[config.mk]
export PLATFORM = sky130hd
export DESIGN_NAME = cbm_step_sequencer
export DESIGN_NICKNAME = d
export VERILOG_FILES = /design/src/rtl/cbm_step_sequencer.sv
export SDC_FILE = /design/constraint.sdc
export NUM_CORES = 1
export LEC_CHECK = 0
export ABC_AREA = 1
export CORE_MARGIN = 2
export CORE_UTILIZATION = 40
export DETAILED_ROUTE_END_ITERATION = 7
export PLACE_DENSITY = 0.83
export SLEW_MARGIN = 40
export SYNTH_ARGS = -nofsm -noshare
export SYNTH_HDL_FRONTEND = slang
export SYNTH_SLANG_ARGS = --single-unit
[constraint.sdc]
create_clock -name iCLK -period 2 [get_ports iCLK]
set_input_delay 0.2 -clock iCLK [delete_from_list [all_inputs] [get_ports iCLK]]
set_output_delay 0.2 -clock iCLK [all_outputs]
set_load 0.005 [all_outputs]
[src/rtl/cbm_step_sequencer.sv]
// rtl/cbm_step_sequencer.sv - CBM reservoir time-step sequencer around the accumulator datapath
//
// Purpose: for each time step, accept one external in/out state vector, issue it with the
// current hidden state to the accumulator, threshold the returned per-neuron sums into the
// next hidden state, and emit that state to the readout. Owns hidden register and step count.
//
// Optional feature macro: CBM_SEQ_STATE_KEEP_EN
//   defined   - hidden register survives across runs (only iRST clears it)
//   undefined - hidden register is also cleared on every accepted iStart
//
// Ports:
//   iCLK, iRST                  clock, synchronous active-high reset
//   iStart, iNumStep            run start (sampled in IDLE) and step count
//   oBusy, oDone                run in progress, one-cycle end-of-run pulse
//   *_AS_EnInoutState           external state stream in (valid/ready/data, NI+NO bits)
//   *_BM_EnInoutState           input state out to accumulator
//   *_BM_CbmState               hidden state out to accumulator
//   *_AS_CbmAccum               per-neuron accumulations in (NH slices of CW bits)
//   *_BM_State                  new hidden state out to readout
module cbm_step_sequencer #(
    parameter  int NI = 1,
    parameter  int NO = 1,
    parameter  int NH = 8,
    parameter  int WS = 8,
    localparam int CW = $clog2(NI + NO + NH) + WS
) (
    input  logic                 iCLK,
    input  logic                 iRST,
    input  logic                 iStart,
    input  logic [15:0]          iNumStep,
    output logic                 oBusy,
    output logic                 oDone,
    input  logic                 iValid_AS_EnInoutState,
    output logic                 oReady_AS_EnInoutState,
    input  logic [NI+NO-1:0]     iData_AS_EnInoutState,
    output logic                 oValid_BM_EnInoutState,
    input  logic                 iReady_BM_EnInoutState,
    output logic [NI+NO-1:0]     oData_BM_EnInoutState,
    output logic                 oValid_BM_CbmState,
    input  logic                 iReady_BM_CbmState,
    output logic [NH-1:0]        oData_BM_CbmState,
    input  logic                 iValid_AS_CbmAccum,
    output logic                 oReady_AS_CbmAccum,
    input  logic [NH*CW-1:0]     iData_AS_CbmAccum,
    output logic                 oValid_BM_State,
    input  logic                 iReady_BM_State,
    output logic [NH-1:0]        oData_BM_State
);

    typedef enum logic [2:0] {
        S_IDLE,
        S_LOAD,
        S_ISSUE,
        S_WAIT,
        S_EMIT,
        S_DONE
    } state_t;

    state_t             state_q, state_d;
    logic [15:0]        num_step_q, num_step_d;
    logic [15:0]        step_cnt_q, step_cnt_d;
    logic [NI+NO-1:0]   in_q, in_d;
    logic [NH-1:0]      hidden_q, hidden_d;
    logic               sent_en_q, sent_en_d;
    logic               sent_cbm_q, sent_cbm_d;

    logic in_xfer, en_xfer, cbm_xfer, acc_xfer, st_xfer;
    logic en_done, cbm_done;

    // Only the sign bit of each accumulation slice is consumed.
    logic unused_acc_bits;
    assign unused_acc_bits = ^iData_AS_CbmAccum;

    // Every output decodes from registered state only; no ready/valid feed-through.
    assign oBusy                  = (state_q != S_IDLE);
    assign oDone                  = (state_q == S_DONE);
    assign oReady_AS_EnInoutState = (state_q == S_LOAD);
    assign oValid_BM_EnInoutState = (state_q == S_ISSUE) && !sent_en_q;
    assign oData_BM_EnInoutState  = in_q;
    assign oValid_BM_CbmState     = (state_q == S_ISSUE) && !sent_cbm_q;
    assign oData_BM_CbmState      = hidden_q;
    assign oReady_AS_CbmAccum     = (state_q == S_WAIT);
    assign oValid_BM_State        = (state_q == S_EMIT);
    assign oData_BM_State         = hidden_q;

    assign in_xfer  = iValid_AS_EnInoutState && oReady_AS_EnInoutState;
    assign en_xfer  = oValid_BM_EnInoutState && iReady_BM_EnInoutState;
    assign cbm_xfer = oValid_BM_CbmState && iReady_BM_CbmState;
    assign acc_xfer = iValid_AS_CbmAccum && oReady_AS_CbmAccum;
    assign st_xfer  = oValid_BM_State && iReady_BM_State;

    // A port counts as done if it already transferred or transfers this cycle.
    assign en_done  = sent_en_q || en_xfer;
    assign cbm_done = sent_cbm_q || cbm_xfer;

    always_comb begin
        state_d    = state_q;
        num_step_d = num_step_q;
        step_cnt_d = step_cnt_q;
        in_d       = in_q;
        hidden_d   = hidden_q;
        sent_en_d  = sent_en_q;
        sent_cbm_d = sent_cbm_q;

        case (state_q)
            S_IDLE: begin
                if (iStart) begin
`ifndef CBM_SEQ_STATE_KEEP_EN
                    hidden_d = '0;
`endif
                    if (iNumStep != 16'd0) begin
                        num_step_d = iNumStep;
                        step_cnt_d = 16'd0;
                        state_d    = S_LOAD;
                    end else begin
                        state_d = S_DONE;
                    end
                end
            end
            S_LOAD: begin
                if (in_xfer) begin
                    in_d    = iData_AS_EnInoutState;
                    state_d = S_ISSUE;
                end
            end
            S_ISSUE: begin
                sent_en_d  = en_done;
                sent_cbm_d = cbm_done;
                if (en_done && cbm_done) begin
                    sent_en_d  = 1'b0;
                    sent_cbm_d = 1'b0;
                    state_d    = S_WAIT;
                end
            end
            S_WAIT: begin
                if (acc_xfer) begin
                    // Non-negative sum (sign bit clear, zero included) fires the neuron.
                    for (int i = 0; i < NH; i++) begin
                        hidden_d[i] = ~iData_AS_CbmAccum[i*CW+CW-1];
                    end
                    state_d = S_EMIT;
                end
            end
            S_EMIT: begin
                if (st_xfer) begin
                    step_cnt_d = step_cnt_q + 16'd1;
                    // Compare the pre-increment count so 65535 steps never needs a 17th bit.
                    if (step_cnt_q == num_step_q - 16'd1) begin
                        state_d = S_DONE;
                    end else begin
                        state_d = S_LOAD;
                    end
                end
            end
            S_DONE: begin
                state_d = S_IDLE;
            end
            default: begin
                state_d = S_IDLE;
            end
        endcase
    end

    always_ff @(posedge iCLK) begin
        if (iRST) begin
            state_q    <= S_IDLE;
            num_step_q <= '0;
            step_cnt_q <= '0;
            in_q       <= '0;
            hidden_q   <= '0;
            sent_en_q  <= 1'b0;
            sent_cbm_q <= 1'b0;
        end else begin
            state_q    <= state_d;
            num_step_q <= num_step_d;
            step_cnt_q <= step_cnt_d;
            in_q       <= in_d;
            hidden_q   <= hidden_d;
            sent_en_q  <= sent_en_d;
            sent_cbm_q <= sent_cbm_d;
        end
    end

endmodule
# Word-level counts from Yosys, hierarchy flattened
# Cells that the tools add are included.
# totals
reg_bits	47
input_bits	122
out_inout_bits	25
word_cells	68
# op_classes
add_sub_neg	2
n_eq_ne	12
mux	17
bitwise	8
n_reduce_logical	22
# op_table
cell	count
$mux 16	3
$pmux 16 s2	1
$mux 3	7
$add 16x1->16 const B	1
$eq 16x16->1	1
$mux 8	2
$pmux 8 s2	1
$reduce_bool 16->1	1
$sub 16x1->16 const B	1
$pmux 3 s5	1
$logic_and 1x1->1	8
$ne 2x1->1 const B	4
$not 1->1	8
$eq 3x2->1 const B	2
$eq 3x3->1 const B	2
$reduce_and 3->1	2
$reduce_and 5->1	1
$ne 2x2->1 const B	2
$reduce_and 4->1	1
$reduce_bool 2->1	2
$eq 3x1->1 const B	1
$logic_not 3->1	1
$reduce_bool 3->1	1
$logic_not 1->1	2
3 further kinds	5

# Depth between registers and ports, before layout
# Gate-level depths: netlist (run 1).
# depth
depth_word	7
mapped_depth	15
mapped_depth_nobuf	15

# Least setup slack after synthesis (run 1)
# No wires, ideal clock.
# synth_timing
kind	register -> register
from	register num_step_q[0]
to	register state_q[2]
setup_time_ps	56
arrival_time_ps	1496
required_time_ps	1944
slack_ps	448
stages_incl_launch_ff	15
path_buffers	0
period_less_slack_ps	1552
cell_sequence	dfxtp_1 -> inv_1 -> ha_1 -> nand2_1 -> nor2_1 -> nand2_1 -> nand3_1 -> nand2_1 -> inv_1 -> nand2_1 -> nor2_1 -> nand3_1 -> nand3_1 -> nand2_1 -> inv_1
# synth_between
elab_chain_len	5
# synth_lines
item	line	text
start, declared	60	logic [15:0] num_step_q, num_step_d;
start signal, assigned	175	num_step_q <= num_step_d;
$sub 16x1->16	148	if (step_cnt_q == num_step_q - 16'd1) begin
$eq 16x16->1	148	
$mux 3	148	
$mux 3	145	if (st_xfer) begin
$pmux 3 s5	105	case (state_q)
end signal, assigned	174	state_q <= state_d;
end, declared	59	state_t state_q, state_d;
# No other way between the ends. The select of a mux whose other input is x is not followed.
# A chain may end at the register's enable or synchronous reset.

# Worst setup path in the final report (run 1)
# layout_timing
from	register state_q[1]
to	output port oValid_BM_State
# layout_between
elab_chain_len	1
# layout_lines
item	line	text
$eq 3x3->1	83	assign oValid_BM_State = (state_q == S_EMIT);
end, declared	45	output logic oValid_BM_State,
# No other way between the ends.

==> results.json, run 1 <==
{
  "status": "finished clean",
  "htreeDepth": 2,
  "viasPerCell": 4.99,
  "synth_xor_area_share_pct": 5.68,
  "rsz0062_at_grt": "no",
  "cts.sinks": 47,
  "synth_fp_nets": 566,
  "ys_async_sr_fraction_pct": 0,
  "setup_viol": 0,
  "synth_compound_area_share_pct": 16.4,
  "vias": 2954,
  "drt-initial-drc-count": 146,
  "fillers": 669,
  "final_cells": 592,
  "wl_per_cell_um": 12.4,
  "synth_edf_count": 0,
  "firstDrtPassIters": 5,
  "fin_crit_ns": 1.92,
  "gp_congestion": 0.944,
  "antenna_cells": 0,
  "synth_area_per_cell_sq_um": 6.63,
  "synth_fa_ha_area_share_pct": 0.854,
  "ys_warn_count": 0,
  "grt_pass1_vias": 2827,
  "final_core_util_pct": 51.1,
  "p_per_area_nw_per_um2": 1260,
  "antenna_left": 0,
  "fin_crit_sh_pct": 95.8,
  "fin_ws_ns": 0.0847,
  "layout-drive-gt1-share_pct": 8.52,
  "cp_slowest_cell": "clkdlybuf4s50_1",
  "drv_slew": 0,
  "synth_seq_cells": 47,
  "cts_buffers": 5,
  "port_buffers": 58,
  "synth_top_family_by_area": "simple AND/OR/NAND/NOR gates",
  "final_common_cell": "nand2_1",
  "start_kind": "flip-flop",
  "critPathTopFamily": "buffers and inverters",
  "synth_ff_type": "dfxtp_1",
  "rows": 31,
  "crit_chain": "inv_2 -> nand3_2 -> inv_1 -> clkdlybuf4s50_1",
  "vdd_ir_drop_max_v": 0.000979,
  "cp_slowest_stage_delay_ns": 0.55,
  "cp.buffers_inverters": 3,
  "post_cts_buffers": 0,
  "place_area_sq_um": 3560,
  "cts_hold_buf": 0,
  "finalInstanceArea_sq_um": 3670,
  "worstPathMaxFanout": 6,
  "wl_met3_um": 555,
  "worst_setup_path_end_kind": "output port",
  "cts_buffer_depth": 2,
  "coreArea_sq_um": 7180,
  "whs_ns": 0.462,
  "cts_tree": "done",
  "insertion_delay_ns": 0.30,
  "die_h_um": 89.6,
  "io_pins": 147,
  "die_area_sq_um": 8030,
  "die_x_um": 89.6,
  "fin_nets": 617,
  "wl_met1_um": 3040,
  "path_class": "reg -> out",
  "cts.clk_slew.worst_paths_ns": 0.09,
  "grt_max_degree": 32,
  "wl_um": 7330,
  "pre_cts_ws_ns": 0.132,
  "max_freq_mhz": 522,
  "synthSimpleGateAreaFrac_pct": 32.9,
  "cp.arrival_ns": 1.72,
  "top_layer_used": "met4",
  "grt-ovfl-total": 0,
  "layout_common_cells": "97 x nand2_1, 58 x clkdlybuf4s50_1, 55 x inv_1",
  "detailed_place_hpwl_um": 5780,
  "hold_path.class": "reg -> reg",
  "ys_types": 39,
  "dp_cells": 585,
  "antenna_found_initial": 0,
  "power_mw": 4.61,
  "syn_to_final_growth_pct": 25.2,
  "synth_top_area_share_pct": 32.1,
  "synth_area_leaders": "dfxtp_1 32%, nand2_1 12%, inv_1 7.0%",
  "hold_violations": 0,
  "cts_root_buffer": "clkbuf_8",
  "p_leak_nw": 1.62,
  "grt_pass1_wl_um": 12400,
  "tns_ns": 0,
  "worst_pin_slew_ns": 0.403,
  "drc": 0,
  "worst_ep_required_time_ns": 1.80,
  "synth_largest_area_cell": "dfxtp_1",
  "start_util_pct": 40.9,
  "postSynthCellCount": 442,
  "seq_area_frac_synth_pct": 32.1,
  "syn_area_sq_um": 2930,
  "cap_violations": 0,
  "synthMuxAreaShare_pct": 0,
  "grt_use_total_pct": 19.4,
  "max_slew_margin_pct": 73.0,
  "wl_met2_um": 3670,
  "fin_skew_ns": 0.00396
}
==> cell usage after synthesis, types with 6 or more instances <==
cell,n
nand2_1,97
inv_1,55
nor2_1,54
dfxtp_1,47
a21oi_1,34
o21ai_0,33
nand3_1,19
xor2_1,10
o211a_1,9
xnor2_1,9
buf_4,8
clkbuf_1,7
nor3_1,7
inv_2,6
nand4_1,6
==> path summary, 6_finish.rpt <==
check	slack (ns)	depth (start not counted)	from	end
max	0.08	4	state_q[1]$_SDFFE_PP0P_	oValid_BM_State
min	0.46	2	num_step_q[15]$_SDFFE_PP0P_	num_step_q[15]$_SDFFE_PP0P_
max reg2reg	0.16	14	num_step_q[1]$_SDFFE_PP0P_	state_q[2]$_SDFFE_PP0P_
min reg2reg	0.46	2	num_step_q[15]$_SDFFE_PP0P_	num_step_q[15]$_SDFFE_PP0P_
==> report_power, final <==
group / internal [mW] / switching (mW)
clock: 0.366 / 0.334
sequential: 1.16 / 0.232
combinational: 1.09 / 1.43
==> worst min-delay path: stages, from the launching register on <==
cell and delay [ns]:
dfxtp_1 0.33, inv_1 0.05, a21oi_1 0.05
==> sequential cells by signal (all words and copies together), names as in the netlist <==
name,cells
num_step_q,16
step_cnt_q,16
oData_BM_CbmState,8
state_q,3
oData_BM_EnInoutState,2
sent_cbm_q,1
sent_en_q,1
==> logic make-up (layout without fill, tap and decap cells) <==
| family | Yosys count | after routing |
|---|---|---|
| and+or+nand+nor | 208 | 208 |
| DFF | 47 | 47 |
| AOI/OAI and AO/OA | 84 | 84 |
| adders and majority gates | 2 | 2 |
| xor gates and xnor gates | 19 | 19 |
| buffers and inverters | 82 | 133 |
==> metal layers <==
layer / global-route usage (%) / vias up
met5: 0 / -
met4: 4.88 / 0
met3: 5.58 / 8
met2: 35.8 / 98
met1: 21.8 / 1330
li1: - / 1518
==> area by class of cell <==
cell class	count	area (sq um)	area share, %
clock buffers	5	68.8	1.88
well taps	99	124	3.38
repair buffers	64	626	17.0
flip-flops and latches	47	941	25.6
clock inverters	2	37.5	1.02
multi-input cells	313	1640	44.6
inverters	62	235	6.41
==> timing repair <==
| action | 4_1_cts | 5_1_grt |
|---|---|---|
| endpoints found under the setup margin | 0 | 1 |
| hold endpoints to repair | 0 | 0 |
| gates resized for setup | 0 | 1 |
(Power assumes the default switching activity.)
==> inputs of run 2 (changes only) <==
--- a/config.mk
+++ b/config.mk
@@ -10,7 +10,7 @@
 export CORE_UTILIZATION = 40
 export DETAILED_ROUTE_END_ITERATION = 7
 export PLACE_DENSITY = 0.83
-export SLEW_MARGIN = 40
+export SLEW_MARGIN = 30
 export SYNTH_ARGS = -nofsm -noshare
 export SYNTH_HDL_FRONTEND = slang
 export SYNTH_SLANG_ARGS = --single-unit
==> results of run 2 <==
No change in the layout: final DEF, timing and power equal those of run 1.
==> inputs of run 3 (changes only) <==
--- a/config.mk
+++ b/config.mk
@@ -6,11 +6,13 @@
 export NUM_CORES = 1
 export LEC_CHECK = 0
 export ABC_AREA = 1
+export CORE_ASPECT_RATIO = 0.7
 export CORE_MARGIN = 2
 export CORE_UTILIZATION = 40
+export CTS_BUF_LIST = sky130_fd_sc_hd__clkbuf_4 sky130_fd_sc_hd__clkbuf_8
 export DETAILED_ROUTE_END_ITERATION = 7
 export PLACE_DENSITY = 0.83
-export SLEW_MARGIN = 30
+export SLEW_MARGIN = 20
 export SYNTH_ARGS = -nofsm -noshare
 export SYNTH_HDL_FRONTEND = slang
 export SYNTH_SLANG_ARGS = --single-unit
==> results.json, run 3 (same netlist as run 1, synthesis figures left out) <==
{
  "grt_pass1_wl_um": 12700,
  "fin_skew_ns": 0.00747,
  "grt_use_total_pct": 20.0,
  "fin_crit_ns": 1.89,
  "antenna_cells": 0,
  "wl_um": 7950,
  "crit_chain": "nor3_2 -> inv_1 -> clkdlybuf4s50_1",
  "setup_viol": 0,
  "vias": 2993,
  "post_cts_buffers": 0,
  "final_core_util_pct": 51.0,
  "antenna_left": 0,
  "status": "finished clean",
  "grt-ovfl-total": 0,
  "critPathTopFamily": "buffers and inverters",
  "io_pins": 147,
  "drt-initial-drc-count": 296,
  "detailed_place_hpwl_um": 6190,
  "hold_violations": 0,
  "p_leak_nw": 1.61,
  "die_area_sq_um": 8040,
  "p_per_area_nw_per_um2": 1240,
  "hold_path.class": "reg -> reg",
  "cts_tree": "done",
  "cts.sinks": 47,
  "firstDrtPassIters": 5,
  "dp_cells": 584,
  "insertion_delay_ns": 0.31,
  "power_mw": 4.56,
  "path_class": "reg -> out",
  "tns_ns": 0,
  "start_kind": "flip-flop",
  "syn_to_final_growth_pct": 25.1,
  "cap_violations": 0,
  "start_util_pct": 40.8,
  "cp_slowest_cell": "clkdlybuf4s50_1",
  "final_cells": 592,
  "whs_ns": 0.476,
  "wl_per_cell_um": 13.4,
  "htreeDepth": 2,
  "grt_pass1_vias": 2677,
  "die_h_um": 75.6,
  "layout_common_cells": "97 x nand2_1, 58 x clkdlybuf4s50_1, 53 x inv_1, 53 x nor2_1, 46 x dfxtp_1",
  "cp_slowest_stage_delay_ns": 0.49,
  "max_freq_mhz": 530,
  "rows": 26,
  "cp.buffers_inverters": 2,
  "cts_root_buffer": "clkbuf_8",
  "post_cts_resized": 0,
  "cts_hold_buf": 0,
  "antenna_found_initial": 0,
  "drv_slew": 0,
  "final_common_cell": "nand2_1",
  "vdd_ir_drop_max_v": 0.000563,
  "drc": 0,
  "viasPerCell": 5.06,
  "cp.arrival_ns": 1.69,
  "coreArea_sq_um": 7190,
  "worst_setup_path_end_kind": "output port",
  "worst_ep_required_time_ns": 1.80,
  "cts_buffer_depth": 2,
  "worstPathMaxFanout": 5,
  "fin_crit_sh_pct": 94.4,
  "cts_buffers": 5,
  "cts.clk_slew.worst_paths_ns": 0.09,
  "layout-drive-gt1-share_pct": 9.51,
  "gp_congestion": 0.913,
  "rsz0062_at_grt": "no",
  "worst_pin_slew_ns": 0.415,
  "grt_max_degree": 33,
  "fin_nets": 617,
  "die_x_um": 106,
  "max_slew_margin_pct": 72.2,
  "port_buffers": 58
}
==> run 3: cell count changes in the layout (fill, tap and decap cells not counted), sizes merged <==
cell      before  now
bufinv         1    0
clkinv         0    1
clkinvlp       1    2
==> run 3: layout make-up <==
| cell class | count | area (sq um) |
|---|---|---|
| clock buffer | 5 | 68.8 |
| clock inverter | 3 | 20.0 |
| sequential | 47 | 942 |
| fill | 700 | 3520 |
| inverter | 62 | 235 |
| tap | 98 | 123 |
| multi-input combinational | 313 | 1650 |
| timing repair buffer | 64 | 626 |
==> run 3: metrics by stage <==
stage               instance area (sq um)  setup slack, ns
floorplan                            2930            0.448
global placement                     3560            0.121
detailed placement                   3560            0.110
CTS                                  3650           0.0884
global route                         3670           0.0163
finish                               3670            0.112
==> run 3: power by group <==
| part | switching, mW | total [mW] | internal (mW) |
|---|---|---|---|
| registers | 0.236 | 1.40 | 1.16 |
| clock network | 0.343 | 0.586 | 0.244 |
| logic | 1.49 | 2.58 | 1.09 |
| total | 2.07 | 4.56 | 2.49 |
==> run 3: final timing paths <==
kind                            depth (start not counted)  slack (ns)                           to                   startpoint
worst max-delay path                                    3        0.11                        oBusy      state_q[2]$_SDFFE_PP0P_
worst min-delay path                                    2        0.48  num_step_q[15]$_SDFFE_PP0P_  num_step_q[15]$_SDFFE_PP0P_
worst max register to register                         12        0.15   step_cnt_q[4]$_SDFFE_PP0P_      state_q[2]$_SDFFE_PP0P_
worst min register to register                          2        0.48  num_step_q[15]$_SDFFE_PP0P_  num_step_q[15]$_SDFFE_PP0P_
==> run 3: worst reg2reg max path: cells and delay by family, from the launching register on <==
family,cells,cell delay (ns)
buffers and inverters,2,0.24
AND/OR/NAND/NOR,10,1.04
flip-flops,1,0.48
==> run 3: routing by layer <==
metal | up-vias | part of all wire [%] | global-route usage, %
li1 | 1513 | - | -
met5 | - | 0 | 0
met2 | 88 | 45 | 31.0
met3 | 10 | 5.3 | 3.42
met1 | 1382 | 48 | 28.9
met4 | 0 | 0.89 | 5.41
